File: src/rtl/mem_arbiter.sv
// Shares one single-port memory between the fetch and load/store requesters:
// round-robin on ties, sequences the read latency, routes read data to its issuer.
module mem_arbiter #(
  parameter int DATA_W  = 32,
  parameter int ADDR_W  = 32,
  parameter int MEM_LAT = 1
) (
  input  logic              clk,
  input  logic              rst_n,
  input  logic              if_req,
  input  logic [ADDR_W-1:0] if_addr,
  output logic              if_ready,
  output logic              if_rvalid,
  output logic [DATA_W-1:0] if_rdata,
  input  logic              d_req,
  input  logic              d_we,
  input  logic [ADDR_W-1:0] d_addr,
  input  logic [DATA_W-1:0] d_wdata,
  output logic              d_ready,
  output logic              d_rvalid,
  output logic [DATA_W-1:0] d_rdata,
  output logic              mem_write_en,
  output logic [ADDR_W-1:0] mem_addr,
  output logic [DATA_W-1:0] mem_write_data,
  input  logic [DATA_W-1:0] mem_read_data
);

  typedef enum logic {IDLE = 1'b0, BUSY = 1'b1} state_t;

  localparam logic       OWN_FETCH = 1'b0;
  localparam logic       OWN_DATA  = 1'b1;
  localparam logic [2:0] LAT_C     = 3'(MEM_LAT);

  state_t            state_r;
  logic [2:0]        cnt_r;
  logic [ADDR_W-1:0] addr_r;
  logic              owner_r;
  logic              last_grant_r;

  logic idle_s;
  logic grant_if_s;
  logic grant_d_s;
  logic ret_s;

  // Grant/return decisions; gated by rst_n so reset silences every output at once.
  always_comb begin
    idle_s     = (state_r == IDLE) && rst_n;
    grant_if_s = idle_s && if_req && (!d_req || (last_grant_r == OWN_DATA));
    grant_d_s  = idle_s && d_req && (!if_req || (last_grant_r == OWN_FETCH));
    ret_s      = (state_r == BUSY) && (cnt_r == 3'd1) && rst_n;
  end

  // Memory port drive, handshakes and read-data routing.
  always_comb begin
    if_ready       = grant_if_s;
    d_ready        = grant_d_s;
    mem_write_en   = 1'b0;
    mem_addr       = '0;
    mem_write_data = '0;
    if (grant_if_s) begin
      mem_addr = if_addr;
    end else if (grant_d_s) begin
      mem_addr     = d_addr;
      mem_write_en = d_we;
      if (d_we) begin
        mem_write_data = d_wdata;
      end else begin
        mem_write_data = '0;
      end
    end else if ((state_r == BUSY) && rst_n) begin
      mem_addr = addr_r;
    end else begin
      mem_addr = '0;
    end

    if_rvalid = ret_s && (owner_r == OWN_FETCH);
    d_rvalid  = ret_s && (owner_r == OWN_DATA);
    if (if_rvalid) begin
      if_rdata = mem_read_data;
    end else begin
      if_rdata = '0;
    end
    if (d_rvalid) begin
      d_rdata = mem_read_data;
    end else begin
      d_rdata = '0;
    end
  end

  // State, latency counter, latched address/owner and round-robin pointer.
  always_ff @(posedge clk or negedge rst_n) begin
    if (!rst_n) begin
      state_r      <= IDLE;
      cnt_r        <= 3'd0;
      addr_r       <= '0;
      owner_r      <= OWN_FETCH;
      last_grant_r <= OWN_DATA;
    end else begin
      case (state_r)
        IDLE: begin
          if (grant_if_s) begin
            addr_r       <= if_addr;
            owner_r      <= OWN_FETCH;
            last_grant_r <= OWN_FETCH;
            cnt_r        <= LAT_C;
            state_r      <= BUSY;
          end else if (grant_d_s) begin
            last_grant_r <= OWN_DATA;
            if (!d_we) begin
              addr_r  <= d_addr;
              owner_r <= OWN_DATA;
              cnt_r   <= LAT_C;
              state_r <= BUSY;
            end else begin
              cnt_r <= 3'd0;
            end
          end else begin
            cnt_r <= 3'd0;
          end
        end
        BUSY: begin
          // A zero count can only come from corruption; fall back to IDLE.
          if (cnt_r <= 3'd1) begin
            state_r <= IDLE;
            cnt_r   <= 3'd0;
          end else begin
            cnt_r <= cnt_r - 3'd1;
          end
        end
        default: begin
          state_r <= IDLE;
          cnt_r   <= 3'd0;
        end
      endcase
    end
  end

endmodule

File: config.mk
export PLATFORM = sky130hd
export DESIGN_NAME = mem_arbiter
export DESIGN_NICKNAME = d
export VERILOG_FILES = /design/src/rtl/mem_arbiter.sv
export SDC_FILE = /design/constraint.sdc
export NUM_CORES = 1
export LEC_CHECK = 0
export BUFFER_PORTS_ARGS = -buffer_cell sky130_fd_sc_hd__buf_2
export CELL_PAD_IN_SITES_DETAIL_PLACEMENT = 0
export CELL_PAD_IN_SITES_GLOBAL_PLACEMENT = 2
export CORE_MARGIN = 2
export CORE_UTILIZATION = 21
export CTS_CLUSTER_DIAMETER = 80
export CTS_CLUSTER_SIZE = 30
export DETAILED_ROUTE_END_ITERATION = 12
export PLACE_DENSITY_LB_ADDON = 0.3
export RECOVER_POWER = 100
export SYNTH_ARGS = -nofsm -noshare
export SYNTH_HDL_FRONTEND = slang
export SYNTH_SLANG_ARGS = --single-unit
File: constraint.sdc
create_clock -name clk -period 3.25 [get_ports clk]
set_input_delay 0.325 -clock clk [delete_from_list [all_inputs] [get_ports clk]]
set_output_delay 0.325 -clock clk [all_outputs]
set_load 0.05 [all_outputs]
# [Word-level counts from Yosys, hierarchy flattened]
# Cells that the tools add are included.
[classes] add_sub_neg=1 n_lt_le_gt_ge=1 eq_ne=2 mux=28 n_bitwise=3 n_reduce_logical=17
[ops] op="32-bit 2-to-1 mux" n=11
[ops] op="1-bit 2-to-1 mux" n=12
[ops] op="1-bit logical AND" n=10
[ops] op="3-bit 2-to-1 mux" n=3
[ops] op="3-bit case mux with 2 select lines" n=1
[ops] op="3-bit by 1-bit == test with 1-bit output (second input constant)" n=1
[ops] op="3-bit by 1-bit <= comparator with 1-bit output (second input constant)" n=1
[ops] op="1-bit inverter" n=3
[ops] op="3-bit AND reduction" n=1
[ops] op="3-bit by 1-bit subtractor with 3-bit output (second input constant)" n=1
[ops] op="1-bit zero test" n=2
[ops] op="1-bit logical OR" n=2
[ops] op="2-bit != test (second input constant)" n=1
[ops] op="1-bit case mux with 2 select lines" n=1
[ops] op="2-bit AND reduction" n=1
[ops] op="2-bit nonzero test" n=1
[totals] register_bits=38 inputBits=133 elab_cells=57

# [Depth between registers and ports, before layout]
# Gate-level depths: netlist of the first run.
[depth] depth_word=7 ltp_mapped=6 ltp_nobuf=5

# [Worst setup path before layout of the first run]
# No wires, ideal clock.
[synth_timing] path_type="register -> output" startpoint="reg last_grant_r" endpoint="out mem_addr[24]" arrival_ns=1.858 t_required_ns=2.925 setup_slack_ns=1.067 stages_incl_launch_ff=7 n_path_buf=1 cell_sequence="dfstp_2 -> inv_1 -> a21boi_1 -> nand2_2 -> inv_2 -> buf_2 -> a221o_1"
[synth_via] elab_cells_between_ends=7
[synth_rtl] element="start: declaration" line="38" text="logic last_grant_r;"
[synth_rtl] element="start signal: assignment" line="97" text="last_grant_r <= OWN_DATA;"
[synth_rtl] element="start signal: assignment" line="104" text="last_grant_r <= OWN_FETCH;"
[synth_rtl] element="start signal: assignment" line="108" text="last_grant_r <= OWN_DATA;"
[synth_rtl] element="1-bit logical OR" line="48" text="grant_if_s = idle_s && if_req && (!d_req || (last_grant_r == OWN_DATA));"
[synth_rtl] element="1-bit logical AND" line="48"
[synth_rtl] element="via if_ready" line="12" text="output logic if_ready,"
[synth_rtl] element="32-bit 2-to-1 mux" line="60" text="if (grant_if_s) begin"
[synth_rtl] element="end: declaration" line="23" text="output logic [ADDR_W-1:0] mem_addr,"
# The timed path passes the listed nets, and every way through them passes these cells.

# [Worst setup path after layout of the first run]
[layout_timing] startpoint="reg state_r" endpoint="out mem_write_data[16]"
[layout_via] elab_chain_len=6 elab_cells_between_ends=8
[layout_lines] element="start: declaration" line="34" text="state_t state_r;"
[layout_lines] element="start signal: assignment" line="93" text="state_r <= IDLE;"
[layout_lines] element="start signal: assignment" line="106" text="state_r <= BUSY;"
[layout_lines] element="start signal: assignment" line="113" text="state_r <= BUSY;"
[layout_lines] element="1-bit inverter (no source line) (*)"
[layout_lines] element="1-bit logical AND (*)" line="47" text="idle_s = (state_r == IDLE) && rst_n;"
[layout_lines] element="1-bit logical AND (2 in a row)" line="49" text="grant_d_s = idle_s && d_req && (!if_req || (last_grant_r == OWN_FETCH));"
[layout_lines] element="32-bit 2-to-1 mux" line="62" text="end else if (grant_d_s) begin"
[layout_lines] element="32-bit 2-to-1 mux (*)" line="60"
[layout_lines] element="end: declaration" line="24" text="output logic [DATA_W-1:0] mem_write_data,"
# Mark *: on every way between the ends. The rest lies on a longest branch, timed or not.

==> results.toml, run 1 <==
[routing]
wl_um = 12100
vias_per_cell = 4.65
drc_errors = 0
post_drt_wl_per_cell_um = 16.2
first_pass_iters = 5
dr.first_iter.drc_count = 149
ant_nets = 0
via_count = 3491

[timing]
max_freq_ghz = 0.348
min_period_ps = 2870
slew_headroom = -0.0624
final_max_slew_viol_count = 39
setup_viol = 0
setup-tns-final_ps = 0
grt_setup_unrepaired = "no"
hold_viol = 0
fin_crit_sh = 0.883
worst_pin_slew_ps = 1590
layout_setup_ws_ps = 379
finClkSkew_ps = 5.08

[finish]
mostFrequentLayoutCells = "buf_2 (133), clkbuf_1 (101), and2_1 (96)"
final_common_cell = "buf_2"
area_growth_pct = 48.5
antenna_cells = 0
drive_gt1_frac = 0.379
nets = 705

[cts]
clock_latency_ps = 280
cts_buffers = 5
cts_tree = "built"
ctsLongestPathBuffers = 2
h-tree-depth = 2
ctsHoldBuffers = 0
cts-root-buf = "clkbuf_16"
clk_pin_slew_ps = 60
post-cts-setup-buffers = 0
clkSinkCount = 38
cts_resized = 0

[logic_synthesis]
yosys.area.top_type = "dfrtp_1"
ys_types = 27
netlist_area_um2 = 3020
syn-mean-instance-area_um2 = 9.33
syn_inst = 324
synth_warnings = 0
ys_ff_latch = 38
ys_seq_area_frac = 0.315
synth.top_cell.area_share = 0.306
synth.net_count = 459
yosys-top-cells-area = "dfrtp_1 (31%), and2_1 (20%), o221a_2 (11%)"

[hold_path]
hold_path_class = "in -> async"

[global_route]
grt_max_degree = 39
grt-ovfl-total = 0
grt_pass1_wl_um = 17100
antenna_found_initial = 1
grt_pass1_vias = 3198
globalRouteTotalUtil = 0.140

[power_and_ir_drop]
power_leakage_nw = 2.14
vdd_drop_max_uv = 251
p_per_area_nw_per_um2 = 648

[floorplanning]
ios = 266
initial_core_util = 0.216
dieArea_um2 = 15400
die_h_um = 124
design.core.area_um2 = 14000
rows = 43
die_w_um = 124

[critical_path]
crit_fanout = 33
worstPathRequired_ps = 2920
reg2reg_slack_ps = 1500
path_class = "reg -> out"
critPathLaunchType = "register"
reg2reg_from = "state_r"
end_kind = "output pin"
timing.rr.end = "owner_r"
r2r_cells = 4
arrival_ps = 2550

[outcome]
outcome = "complete, but fails checks"
violations = "max-capacitance violations, max-slew violations"

[placed_design]
place_congestion = 0.694
post-place-ws_ps = 703
dp_hpwl_um = 8880
port_buffers = 265

[flow_run]
maxCapViolations = 1
[layer usage]
layer,GRT usage,part of all wire,up-vias
met5,0,0,-
met4,0.0204,0.0054,0
met3,0.0256,0.086,7
met2,0.247,0.48,174
met1,0.182,0.43,1610
li1,-,-,1700
[how the worst max path moves through the flow]
stage                         end    startpoint  slack [ps]  depth (start not counted)
3_3_place_gp          mem_addr[6]       state_r         780                          5
3_5_place_dp          mem_addr[6]       state_r         700                          5
4_1_cts               mem_addr[6]       state_r         390                          5
5_1_grt               d_rdata[12]       state_r         140                          5
6_report       mem_write_data[16]       state_r         380                          4
2_1_floorplan        mem_addr[24]  last_grant_r        1070                          6
[cell type report]
type / instances / area (µm²)
flip-flops and latches: 38 / 952
clock buffers: 6 / 139
clock inverters: 1 / 30.0
repair buffers: 272 / 1240
multi-input cells: 247 / 1880
fillers: 1575 / 9500
inverters: 6 / 22.5
well taps: 180 / 225
[logic make-up (layout without fill, tap and decap cells)]
| kind of cell | after synthesis | after routing | synth area share |
|---|---|---|---|
| AOI/OAI and AO/OA | 73 | 73 | 0.243 |
| xor gates and xnor gates | 1 | 1 | 0.00290 |
| adders and majority gates | 2 | 2 | 0.00828 |
| buffers and inverters | 39 | 285 | 0.0637 |
| DFF | 38 | 38 | 0.315 |
| and+or+nand+nor | 171 | 171 | 0.367 |
[worst max-delay path: stages, from the launching register on]
cell      delay (ps)
dfrtp_1          580
nor2b_4          260
and3_1           700
and2_1           220
clkbuf_1         500
[metrics by stage]
stage	hold WS (ps)	std cells	utilization	cell area (µm²)	power [mW]
finish	138	750	0.321	4490	2.91
global route	188	750	0.321	4490	3.07
global placement	396	743	0.319	4460	2.34
detailed placement	393	743	0.319	4460	2.36
floorplan	29.4	324	-	3020	1.98
CTS	92.5	750	0.331	4630	2.95
[flip-flops by register name, summed over array words and instances (netlist names)]
name / flops
last_grant_r: 1
owner_r: 1
state_r: 1
cnt_r: 3
addr_r: 32
[power by group]
part / switching, mW / internal [mW] / leakage [nW]
Clock: 0.198 / 0.379 / 0.0829
Combinational: 0.988 / 0.516 / 1.63
Sequential: 0.135 / 0.691 / 0.426
Total: 1.32 / 1.59 / 2.14
[Yosys cell counts (all sizes together)]
library cell / count
o22ai: 1
nor4b: 2
buf: 22
o21ai: 3
nor2b: 2
ha: 2
nand2: 4
or3: 32
and2: 96
a21oi: 2
xnor2: 1
clkbuf: 11
a21boi: 2
o21a: 1
o221a: 32
nor2: 2
and3: 33
inv: 6
dfrtp: 37
a221o: 32
dfstp: 1
Note: power is estimated with default switching activity, not from simulation.
==> run 2: changes to the inputs <==
- GPL_TIMING_DRIVEN: unset -> 0
==> run 2 against run 1 <==
Effect of this change: the run now ends clean; clock power is 2% lower; non-clock buffer count is 26 higher; flip-flop and latch count is the same; wire length is 1.7% higher; critical path type is now in -> out; largest cell class unchanged; largest power group unchanged.
==> results.toml, run 2 (synthesized netlist as in run 1, its figures left out) <==
[placed_design]
port_buffers = 265
post-place-ws_ps = 309
place_congestion = 0.720
dp_hpwl_um = 9840

[cts]
clock_latency_ps = 280
cts_resized = 0
ctsLongestPathBuffers = 2
post-cts-setup-buffers = 0
ctsHoldBuffers = 0
cts-root-buf = "clkbuf_16"
clk_pin_slew_ps = 60
h-tree-depth = 2
cts_buffers = 5
clkSinkCount = 38
cts_tree = "built"

[global_route]
grt_max_degree = 46
grt_pass1_wl_um = 17800
grt-ovfl-total = 0
antenna_found_initial = 1
grt_pass1_vias = 3392
globalRouteTotalUtil = 0.147

[flow_run]
maxCapViolations = 0

[critical_path]
slowest_delay_ps = 760
end_kind = "output pin"
crit_family = "buffers and inverters"
path_buf_inv = 4
path_class = "in -> out"
worstPathRequired_ps = 2920
crit_slowest_cell = "buf_2"
critPathLaunchType = "input port"
arrival_ps = 2600
crit_fanout = 45
cpMostUsedCell = "clkbuf_2"
crit_path_cell_trace = "buf_2, nor2b_4, nand2_2, inv_2, clkbuf_2, a221o_1, clkbuf_2"

[power_and_ir_drop]
report.power.total_mw = 2.95
p_per_area_nw_per_um2 = 626
vdd_drop_max_uv = 258
power_leakage_nw = 2.49

[outcome]
outcome = "completed"

[routing]
ant_nets = 0
post_drt_wl_per_cell_um = 15.9
via_count = 3648
drc_errors = 0
first_pass_iters = 4
wl_um = 12300
vias_per_cell = 4.69
dr.first_iter.drc_count = 155

[floorplanning]
die_h_um = 124
ios = 266
design.core.area_um2 = 14000
die_w_um = 124
initial_core_util = 0.216
dieArea_um2 = 15400
rows = 43

[finish]
drive_gt1_frac = 0.512
area_growth_pct = 55.8
mostFrequentLayoutCells = "buf_2 (162), and2_1 (96), clkbuf_2 (94)"
final_common_cell = "buf_2"
largest_reg_flops = 32
fill_cells = 1539
multiInputGateArea_um2 = 1880
top_register = "addr_r"
seqCellArea_um2 = 952
nets = 731
top_regs = "addr_r (32), cnt_r (3)"

[timing]
max_freq_ghz = 0.342
layout_setup_ws_ps = 329
grt_setup_unrepaired = "no"
final_max_slew_viol_count = 0
fin_crit_sh = 0.899
worst_pin_slew_ps = 1020
hold_viol = 0
hold_ws_ps = 228
min_period_ps = 2920
setup_viol = 0
setup-tns-final_ps = 0
slew_headroom = 0.323
finClkSkew_ps = 8.88

[hold_path]
hold_path_class = "in -> async"
## run 2: layer usage
layer | track usage | part of all wire
met5 | 0 | 0
met4 | 0.0190 | 0.0020
met3 | 0.0444 | 0.10
met2 | 0.270 | 0.51
met1 | 0.173 | 0.39
## run 2: path summary, 6_finish.rpt
| kind | from | endpoint | slack [ps] | depth (start not counted) |
|---|---|---|---|---|
| setup reg to reg | last_grant_r | addr_r[23] | 1510 | 5 |
| min in group clk | if_addr[5] | addr_r[5] | 340 | 2 |
| max in group asynchronous | rst_n | state_r | 2390 | 1 |
| hold reg to reg | cnt_r[0] | cnt_r[0] | 480 | 1 |
| setup / recovery | rst_n | mem_addr[11] | 330 | 7 |
| hold / removal | rst_n | addr_r[26] | 230 | 1 |
## run 2: cell type report
type / instances / area share
Multi-Input combinational cell: 247 / 0.399
Tap cell: 180 / 0.0478
Buffer: 33 / 0.0348
Antenna cell: 1 / 0.000531
Sequential cell: 38 / 0.202
Inverter: 6 / 0.00478
Clock buffer: 6 / 0.0295
Clock inverter: 1 / 0.00637
Timing Repair Buffer: 265 / 0.275
## run 2: where the power goes
part / switching (mW) / total [mW] / leakage [nW] / internal, mW
logic: 1.01 / 1.56 / 1.99 / 0.545
registers: 0.130 / 0.822 / 0.426 / 0.692
clock network: 0.188 / 0.567 / 0.0829 / 0.379
## run 2: stage by stage
stage | utilization | cells | instance area [µm²]
4_1_cts | 0.339 | 776 | 4740
3_5_place_dp | 0.327 | 769 | 4570
2_1_floorplan | - | 324 | 3020
3_3_place_gp | 0.327 | 769 | 4570
6_report | 0.337 | 777 | 4710
5_1_grt | 0.337 | 776 | 4710
## run 2: worst register-to-register path: stages (launching register included)
cell      delay, ps
dfstp_2         530
inv_1            50
a21boi_1        240
nand2_2         170
clkbuf_1        290
o221a_2         350
==> run 3: changes to the inputs <==
- RECOVER_POWER: 100 -> unset
==> run 3 against run 2 <==
Effect of this change: final cell count unchanged; combinational power about the same; via count down 0.60%; register-to-register slack worse by 20 ps; sequential power about the same; maximum frequency up 1.3%; wire length up 0.14%; die area unchanged; design area up 0.74%; sequential share of layout area down 0.15 points; flip-flop and latch count unchanged; global-route usage unchanged; critical path type unchanged; highest routed layer unchanged.
==> results.toml, run 3 (synthesized netlist as in run 1, its figures left out) <==
[finish]
final_common_cell = "buf_2"
final_area_um2 = 4750
drive_gt1_frac = 0.559
mostFrequentLayoutCells = "buf_2 (284), and2_1 (96), dfrtp_1 (37)"
top_register = "addr_r"
nets = 731
largest_reg_flops = 32
top_regs = "addr_r (32), cnt_r (3)"
area_growth_pct = 57.0
fin_util = 0.339

[power_and_ir_drop]
switching_share = 0.450
p_int_mw = 1.63
vdd_drop_max_uv = 259
p_per_area_nw_per_um2 = 623
power.share.sequential = 0.278
report.power.total_mw = 2.96
p_clk_frac = 0.192
power_leakage_nw = 2.69
power_frac_comb = 0.530
netSwitchingPower_mw = 1.33

[critical_path]
worstPathRequired_ps = 2920
path_class = "in -> out"
reg2reg_slack_ps = 1490
arrival_ps = 2560
r2r_cells = 5
reg2reg_from = "last_grant_r"
crit_fanout = 45
critPathLaunchType = "input port"
crit_end = "mem_addr[11]"
end_kind = "output pin"
crit_path_start = "rst_n"
timing.rr.end = "addr_r[23]"

[timing]
fin_crit_sh = 0.887
layout_setup_ws_ps = 366
max_freq_ghz = 0.347
setup-tns-final_ps = 0
worst_pin_slew_ps = 1010
setup_viol = 0
hold_viol = 0
slew_headroom = 0.325
finClkSkew_ps = 8.64
min_period_ps = 2880
final_max_slew_viol_count = 0
grt_setup_unrepaired = "no"

[cts]
cts_resized = 0
cts_buffers = 5
cts_tree = "built"
ctsHoldBuffers = 0
clkSinkCount = 38
clk_pin_slew_ps = 60
post-cts-setup-buffers = 0
clock_latency_ps = 280
h-tree-depth = 2
ctsLongestPathBuffers = 2
cts-root-buf = "clkbuf_16"

[floorplanning]
rows = 43
die_w_um = 124
die_h_um = 124
dieArea_um2 = 15400
design.core.area_um2 = 14000
initial_core_util = 0.216
ios = 266

[routing]
post_drt_wl_per_cell_um = 15.9
dr.first_iter.drc_count = 159
via_count = 3626
wl_um = 12300
first_pass_iters = 4
ant_nets = 0
drc_errors = 0
vias_per_cell = 4.67

[global_route]
antenna_found_initial = 1
grt_pass1_wl_um = 17800
grt-ovfl-total = 0
grt_pass1_vias = 3392
globalRouteTotalUtil = 0.147
grt_max_degree = 46

[hold_path]
hold_path_class = "in -> async"

[placed_design]
place_congestion = 0.720
dpl_cell_area_um2 = 4570
dp_hpwl_um = 9840
post-place-ws_ps = 309
port_buffers = 265

[outcome]
outcome = "completed"

[flow_run]
maxCapViolations = 0
[run 3: changes by cell type in the layout (fill, tap and decap cells not counted)]
cell,delta
buf_2,+122
clkbuf_1,-28
clkbuf_2,-94
o21ai_0,-2
o21ai_1,+2
[run 3: worst min path at each step]
stage / from / slack (ps) / depth (start not counted) / endpoint
finish: rst_n / 230 / 1 / addr_r[26]
global route: rst_n / 300 / 1 / addr_r[4]
detailed placement: cnt_r[0] / 480 / 1 / cnt_r[0]
CTS: rst_n / 250 / 1 / addr_r[29]
global placement: cnt_r[0] / 490 / 1 / cnt_r[0]
floorplan: rst_n / 30 / 0 / addr_r[0]
[run 3: routing by layer]
layer  share of wire  vias to the layer above  track usage  routed length, µm
met5               0                        -            0                  0
met4          0.0020                        0       0.0190                 25
met3            0.10                        2       0.0444               1260
met2            0.51                      171        0.270               6270
met1            0.39                     1692        0.173               4800
li1                -                     1761            -                  -
[run 3: through the flow]
step,cells,hold WS (ps)
after floorplan,324,29.4
after global placement,769,486
after detailed placement,769,484
after CTS,776,253
after global routing,776,302
final,777,228
[run 3: power by group through the flow]
stage	clock network [mW]	registers [mW]	logic, mW
global route	0.599	0.849	1.68
global placement	0	0.817	1.57
finish	0.568	0.822	1.57
floorplan	0	0.783	1.19
detailed placement	0	0.818	1.58
CTS	0.579	0.817	1.58
[run 3: worst max-delay path, cell delays in order]
cell and delay, ps:
buf_2 750, nor2b_4 370, nand2_2 140, inv_2 170, buf_2 290, a221o_1 210, buf_2 270
[run 3: final cells by class]
cell class                      count  area, µm²
Clock buffer                        6        139
Tap cell                          180        225
Timing Repair Buffer              265       1330
Antenna cell                        1       2.50
Multi-Input combinational cell    247       1880
Buffer                             33        170
Fill cell                        1530       9240
Sequential cell                    38        952
Clock inverter                      1       30.0
Inverter                            6       22.5
